### config.mk
export PLATFORM = sky130hd
export DESIGN_NAME = uart_tx_fifo
export DESIGN_NICKNAME = d
export VERILOG_FILES = /design/src/rtl/uart_tx_fifo.sv
export SDC_FILE = /design/constraint.sdc
export NUM_CORES = 1
export LEC_CHECK = 0
export ABC_AREA = 1
export CORE_UTILIZATION = 50
export CTS_CLUSTER_DIAMETER = 200
export DETAILED_ROUTE_END_ITERATION = 10
export GPL_TIMING_DRIVEN = 0
export PLACE_DENSITY = 0.72
export SLEW_MARGIN = 20
export SYNTH_ARGS = -nofsm -noshare
export SYNTH_HDL_FRONTEND = slang
export SYNTH_SLANG_ARGS = --single-unit
### constraint.sdc
create_clock -name clk_in -period 4.4 [get_ports clk_in]
set_input_delay 0.44 -clock clk_in [delete_from_list [all_inputs] [get_ports clk_in]]
set_output_delay 0.44 -clock clk_in [all_outputs]
set_load 0.05 [all_outputs]
### src/rtl/uart_tx_fifo.sv
// UART transmitter fed by a 2^FIFO_DEPTH_LOG2-word FIFO; frames go out back to back while data is queued.
// Define UART_TX_PARITY_EN to compile in the parity bit (even, or odd with PARITY_ODD=1).
module uart_tx_fifo #(
  parameter int CLK_TICKS_PER_BIT = 9,
  parameter int CLK_TICKS_WIDTH   = 4,
  parameter int DATA_BITS         = 8,
  parameter int STOP_BITS         = 1,
  parameter int FIFO_DEPTH_LOG2   = 4,
  parameter int PARITY_ODD        = 0
) (
  input  logic                     clk_in,
  input  logic                     reset,
  input  logic [DATA_BITS-1:0]     data_in,
  input  logic                     data_valid,
  output logic                     data_ready,
  output logic                     tx_line,
  output logic                     tx_running,
  output logic [FIFO_DEPTH_LOG2:0] fifo_count,
  output logic                     overflow,
  output logic [7:0]               frames_sent
);

  localparam int DEPTH = 1 << FIFO_DEPTH_LOG2;
  localparam logic [FIFO_DEPTH_LOG2:0] FULL = (FIFO_DEPTH_LOG2+1)'(DEPTH);
  localparam logic [CLK_TICKS_WIDTH-1:0] TICK_MAX = CLK_TICKS_WIDTH'(CLK_TICKS_PER_BIT - 1);
  localparam logic [3:0] LAST_DATA = 4'(DATA_BITS - 1);
  localparam logic [3:0] LAST_STOP = 4'(STOP_BITS - 1);

  if (DATA_BITS < 5 || DATA_BITS > 9 || (STOP_BITS != 1 && STOP_BITS != 2) ||
      PARITY_ODD < 0 || PARITY_ODD > 1 || CLK_TICKS_PER_BIT < 1 ||
      (CLK_TICKS_PER_BIT - 1) >= (1 << CLK_TICKS_WIDTH)) begin : g_bad_cfg
    $error("uart_tx_fifo: illegal parameter set");
  end

  typedef enum logic [2:0] {
    IDLE, START, DATA,
`ifdef UART_TX_PARITY_EN
    PARITY,
`endif
    STOP
  } state_t;

  // ---------------- FIFO ----------------
  logic [DATA_BITS-1:0]       mem [DEPTH];
  logic [FIFO_DEPTH_LOG2-1:0] wr_ptr, rd_ptr;
  logic [DATA_BITS-1:0]       head;
  logic                       push, pop, fifo_empty;

  assign data_ready = (fifo_count != FULL);
  assign fifo_empty = (fifo_count == '0);
  assign push       = data_valid && data_ready;
  assign head       = mem[rd_ptr];

  always_ff @(posedge clk_in) begin
    if (push) mem[wr_ptr] <= data_in;
  end

  always_ff @(posedge clk_in) begin
    if (!reset) begin
      wr_ptr     <= '0;
      rd_ptr     <= '0;
      fifo_count <= '0;
      overflow   <= 1'b0;
    end else begin
      if (push) wr_ptr <= wr_ptr + 1'b1;
      if (pop)  rd_ptr <= rd_ptr + 1'b1;
      case ({push, pop})
        2'b10:   fifo_count <= fifo_count + 1'b1;
        2'b01:   fifo_count <= fifo_count - 1'b1;
        default: ;
      endcase
      if (data_valid && !data_ready) overflow <= 1'b1;
    end
  end

  // ---------------- transmitter FSM ----------------
  state_t                     state, state_nxt;
  logic [CLK_TICKS_WIDTH-1:0] cnt, cnt_nxt;
  logic [3:0]                 bit_idx, bit_nxt;
  logic [DATA_BITS-1:0]       shreg, shreg_nxt;
  logic                       tx_nxt, bit_end, frame_done;
`ifdef UART_TX_PARITY_EN
  logic                       par, par_nxt;
`endif

  assign tx_running = (state != IDLE);
  assign bit_end    = (cnt == TICK_MAX);

  always_ff @(posedge clk_in) begin
    if (!reset) begin
      state       <= IDLE;
      cnt         <= '0;
      bit_idx     <= '0;
      shreg       <= '0;
      tx_line     <= 1'b1;
      frames_sent <= '0;
`ifdef UART_TX_PARITY_EN
      par         <= 1'b0;
`endif
    end else begin
      state   <= state_nxt;
      cnt     <= cnt_nxt;
      bit_idx <= bit_nxt;
      shreg   <= shreg_nxt;
      tx_line <= tx_nxt;
      if (frame_done) frames_sent <= frames_sent + 8'd1;
`ifdef UART_TX_PARITY_EN
      par     <= par_nxt;
`endif
    end
  end

  always_comb begin
    state_nxt  = state;
    cnt_nxt    = cnt;
    bit_nxt    = bit_idx;
    shreg_nxt  = shreg;
    tx_nxt     = tx_line;
    pop        = 1'b0;
    frame_done = 1'b0;
`ifdef UART_TX_PARITY_EN
    par_nxt    = par;
`endif
    if (state != IDLE) cnt_nxt = bit_end ? '0 : cnt + 1'b1;

    case (state)
      IDLE:  pop = !fifo_empty;
      START: if (bit_end) begin
        state_nxt = DATA;
        tx_nxt    = shreg[0];
        shreg_nxt = shreg >> 1;
        bit_nxt   = '0;
      end
      DATA: if (bit_end) begin
        if (bit_idx == LAST_DATA) begin
          bit_nxt = '0;
`ifdef UART_TX_PARITY_EN
          state_nxt = PARITY;
          tx_nxt    = par;
`else
          state_nxt = STOP;
          tx_nxt    = 1'b1;
`endif
        end else begin
          bit_nxt   = bit_idx + 4'd1;
          tx_nxt    = shreg[0];
          shreg_nxt = shreg >> 1;
        end
      end
`ifdef UART_TX_PARITY_EN
      PARITY: if (bit_end) begin
        state_nxt = STOP;
        tx_nxt    = 1'b1;
        bit_nxt   = '0;
      end
`endif
      STOP: if (bit_end) begin
        if (bit_idx == LAST_STOP) begin
          frame_done = 1'b1;
          state_nxt  = IDLE;
          pop        = !fifo_empty;
        end else begin
          bit_nxt = bit_idx + 4'd1;
        end
      end
      default: state_nxt = IDLE;
    endcase

    // Loading the next word overrides the per-state update, so STOP chains straight into START.
    if (pop) begin
      state_nxt = START;
      cnt_nxt   = '0;
      shreg_nxt = head;
      tx_nxt    = 1'b0;
`ifdef UART_TX_PARITY_EN
      par_nxt   = (^head) ^ (PARITY_ODD != 0);
`endif
    end
  end

endmodule

==> impl_metrics.env <==
export IMPL_min_path_type="in2reg"
export IMPL_grt_start_max_net_pins=17
export IMPL_tightest_slew_ps=839
export IMPL_nNetsFinal=956
export IMPL_post_route_period_util_pct=63.7
export IMPL_synth_nets=911
export IMPL_viasPerCell=5.07
export IMPL_start_util_pct=52.0
export IMPL_use_met2_pct=35.4
export IMPL_diodes=0
export IMPL_cp_max_fo=11
export IMPL_grt_overflow=0
export IMPL_power_net_switching_mw=2.12
export IMPL_synth_distinct_cells=35
export IMPL_drive_gt1_share_pct=8.09
export IMPL_grt_util_met1_pct=30.2
export IMPL_cts_sinks=173
export IMPL_yosys_warnings=0
export IMPL_final_cell_area_mm2=0.00915
export IMPL_p_clk_share_pct=27.2
export IMPL_pre_cts_ws_ps=1620
export IMPL_ir_drop_uv=397
export IMPL_stdcell_count=1150
export IMPL_tns_ps=0
export IMPL_slew_headroom_pct=43.8
export IMPL_hold_viol_final=0
export IMPL_die_w_um=129
export IMPL_syn_inst=882
export IMPL_combPwrFrac_pct=38.0
export IMPL_finalPower_mw=5.58
export IMPL_gp_congestion=0.937
export IMPL_netlist_top_cells_area="edfxtp_1, dfxtp_1, nand2_1"
export IMPL_dr_total_vias=5827
export IMPL_intPower_mw=3.45
export IMPL_die_area_mm2=0.0166
export IMPL_ys_seq_area_share_pct=59.1
export IMPL_fmax_mhz=357
export IMPL_grt_pass1_wl_mm=27.8
export IMPL_first_pass_iters=5
export IMPL_switching_share_pct=38.1
export IMPL_whs_ps=440
export IMPL_fin_ws_ps=1600
export IMPL_post_cts_buffers=0
export IMPL_cp_arrival_ps=3100
export IMPL_yosys_area_top_type="edfxtp_1"
export IMPL_cellLeakagePower_nw=3.83
export IMPL_dpl_cell_area_mm2=0.00855
export IMPL_cts_resized=0
export IMPL_skew_ps=7.80
export IMPL_reg2reg_setup_slack_ps=1600
export IMPL_drt_iter0_markers=511
export IMPL_busiest_layer="met2"
export IMPL_post_route_util_pct=59.3
export IMPL_clk_pin_slew_ps=60
export IMPL_run_status="finished clean"
export IMPL_core_area_mm2=0.0154
export IMPL_dp_cells=1119
export IMPL_dp_hpwl_mm=11.7
export IMPL_clk_latency_ps=440
export IMPL_cp_required_ps=4690
export IMPL_port_buffer_count=26
export IMPL_cts_tree="yes"
export IMPL_ys_seq_elements=173
export IMPL_met3_usage_pct=3.78
export IMPL_slew_violations=0
export IMPL_period_minus_slack_ps=2800
export IMPL_routedWlPerCell_um=15.0
export IMPL_clk_path_buf_depth=2
export IMPL_final_common_cell="nand2_1"
export IMPL_ant_nets=0
export IMPL_p_seq_share_pct=34.8
export IMPL_numCtsBuffers=17
export IMPL_critPathCaptureType="register"
export IMPL_h_tree_depth=4
export IMPL_grt_total_usage_pct=22.7
export IMPL_syn_area_mm2=0.00803
export IMPL_drv_cap=0
export IMPL_grt_pass1_vias=5430
export IMPL_die_height_um=129
export IMPL_ctsHoldBuffers=0
export IMPL_critPathKind="reg2reg"
export IMPL_area_delta_synth_final_pct=14.0
export IMPL_root_buffer="clkbuf_16"
export IMPL_startpoint_type="register"
export IMPL_syn_avg_cell_area_um2=9.10
export IMPL_antenna_found_initial=0
export IMPL_num_rows=45
export IMPL_most_common_layout_cells="nand2_1, inv_1, edfxtp_1, nand3_1, nor2_1"
export IMPL_rsz0062_at_grt="false"
export IMPL_power_density_mw_per_mm2=610
export IMPL_setup_viol=0
export IMPL_totalWireLength_mm=17.2
export IMPL_yosys_area_top_type_share_pct=47.9
export IMPL_drcViolationCount=0
export IMPL_ios=28
power groups by stage:
| stage | sequential, mW | clock [mW] | combinational (mW) |
|---|---|---|---|
| 2_1_floorplan | 2.03 | 0 | 1.48 |
| 3_3_place_gp | 1.97 | 0 | 2.06 |
| 3_5_place_dp | 1.98 | 0 | 2.09 |
| 4_1_cts | 1.94 | 1.52 | 2.11 |
| 5_1_grt | 1.96 | 1.58 | 2.37 |
| 6_report | 1.94 | 1.52 | 2.12 |
layer usage:
layer	part of all wire [%]	up-vias
met5	0	-
met3	5.0	49
li1	-	2906
met2	47	186
met4	4.0	0
met1	44	2686
cell usage after synthesis, drive strengths merged:
cell	count
ha	18
nor4	1
nand4	3
dfxtp	45
o211ai	2
a31oi	1
xor2	6
nor3	5
a21oi	31
a211oi	1
a22oi	1
nand3	115
o21ai	23
nand3b	1
nor2	67
nand2	247
xnor2	2
clkinv	1
edfxtp	128
inv	153
buf	20
clkbuf	11
worst max-delay path, cell delays in order (launching register included):
cell	delay, ps
dfxtp_1	360
inv_1	110
ha_1	260
inv_1	250
nand2_4	110
nand2_8	130
clkinv_8	70
buf_12	140
ha_1	170
buf_2	160
xor2_1	180
ha_1	170
inv_1	40
nand2_1	80
nand2_1	70
o211ai_1	170
nand2_1	70
nand2_1	60
a21oi_1	50
cell type report:
| type | count | area (µm²) |
|---|---|---|
| Buffer | 31 | 168 |
| Clock buffer | 18 | 429 |
| Clock inverter | 13 | 166 |
| Fill cell | 1330 | 6280 |
| Inverter | 154 | 591 |
| Multi-Input combinational cell | 524 | 2520 |
| Sequential cell | 173 | 4740 |
| Tap cell | 211 | 264 |
| Timing Repair Buffer | 26 | 260 |
final timing paths:
check | end | start | cells after the start
worst min-delay path | wr_ptr[2]$_SDFFE_PN0P_ | reset | 3
worst max-delay path | fifo_count[4]$_SDFFE_PN0P_ | state[0]$_SDFFE_PN0P_ | 18
worst min register to register | frames_sent[7]$_SDFFE_PN0P_ | frames_sent[7]$_SDFFE_PN0P_ | 2
worst max register to register | fifo_count[4]$_SDFFE_PN0P_ | state[0]$_SDFFE_PN0P_ | 18
kinds of logic (layout without fill, tap and decap cells):
| family | count (synthesis) | in the layout | synth area share [%] |
|---|---|---|---|
| xor gates and xnor gates | 8 | 8 | 0.873 |
| AOI/OAI and AO/OA | 59 | 59 | 3.87 |
| and+or+nand+nor | 439 | 439 | 23.9 |
| buffers and inverters | 185 | 242 | 9.45 |
| adders and majority gates | 18 | 18 | 2.81 |
| DFF | 173 | 173 | 59.1 |
registers in the layout (all words and copies together) (netlist names), named ones only:
signal / cells
mem: 128
wr_ptr: 4
bit_idx: 4
frames_sent: 8
rd_ptr: 4
state: 2
shreg: 8
overflow: 1
cnt: 4
fifo_count: 5
tx_line: 1
Power figures use the tool's default switching activity.
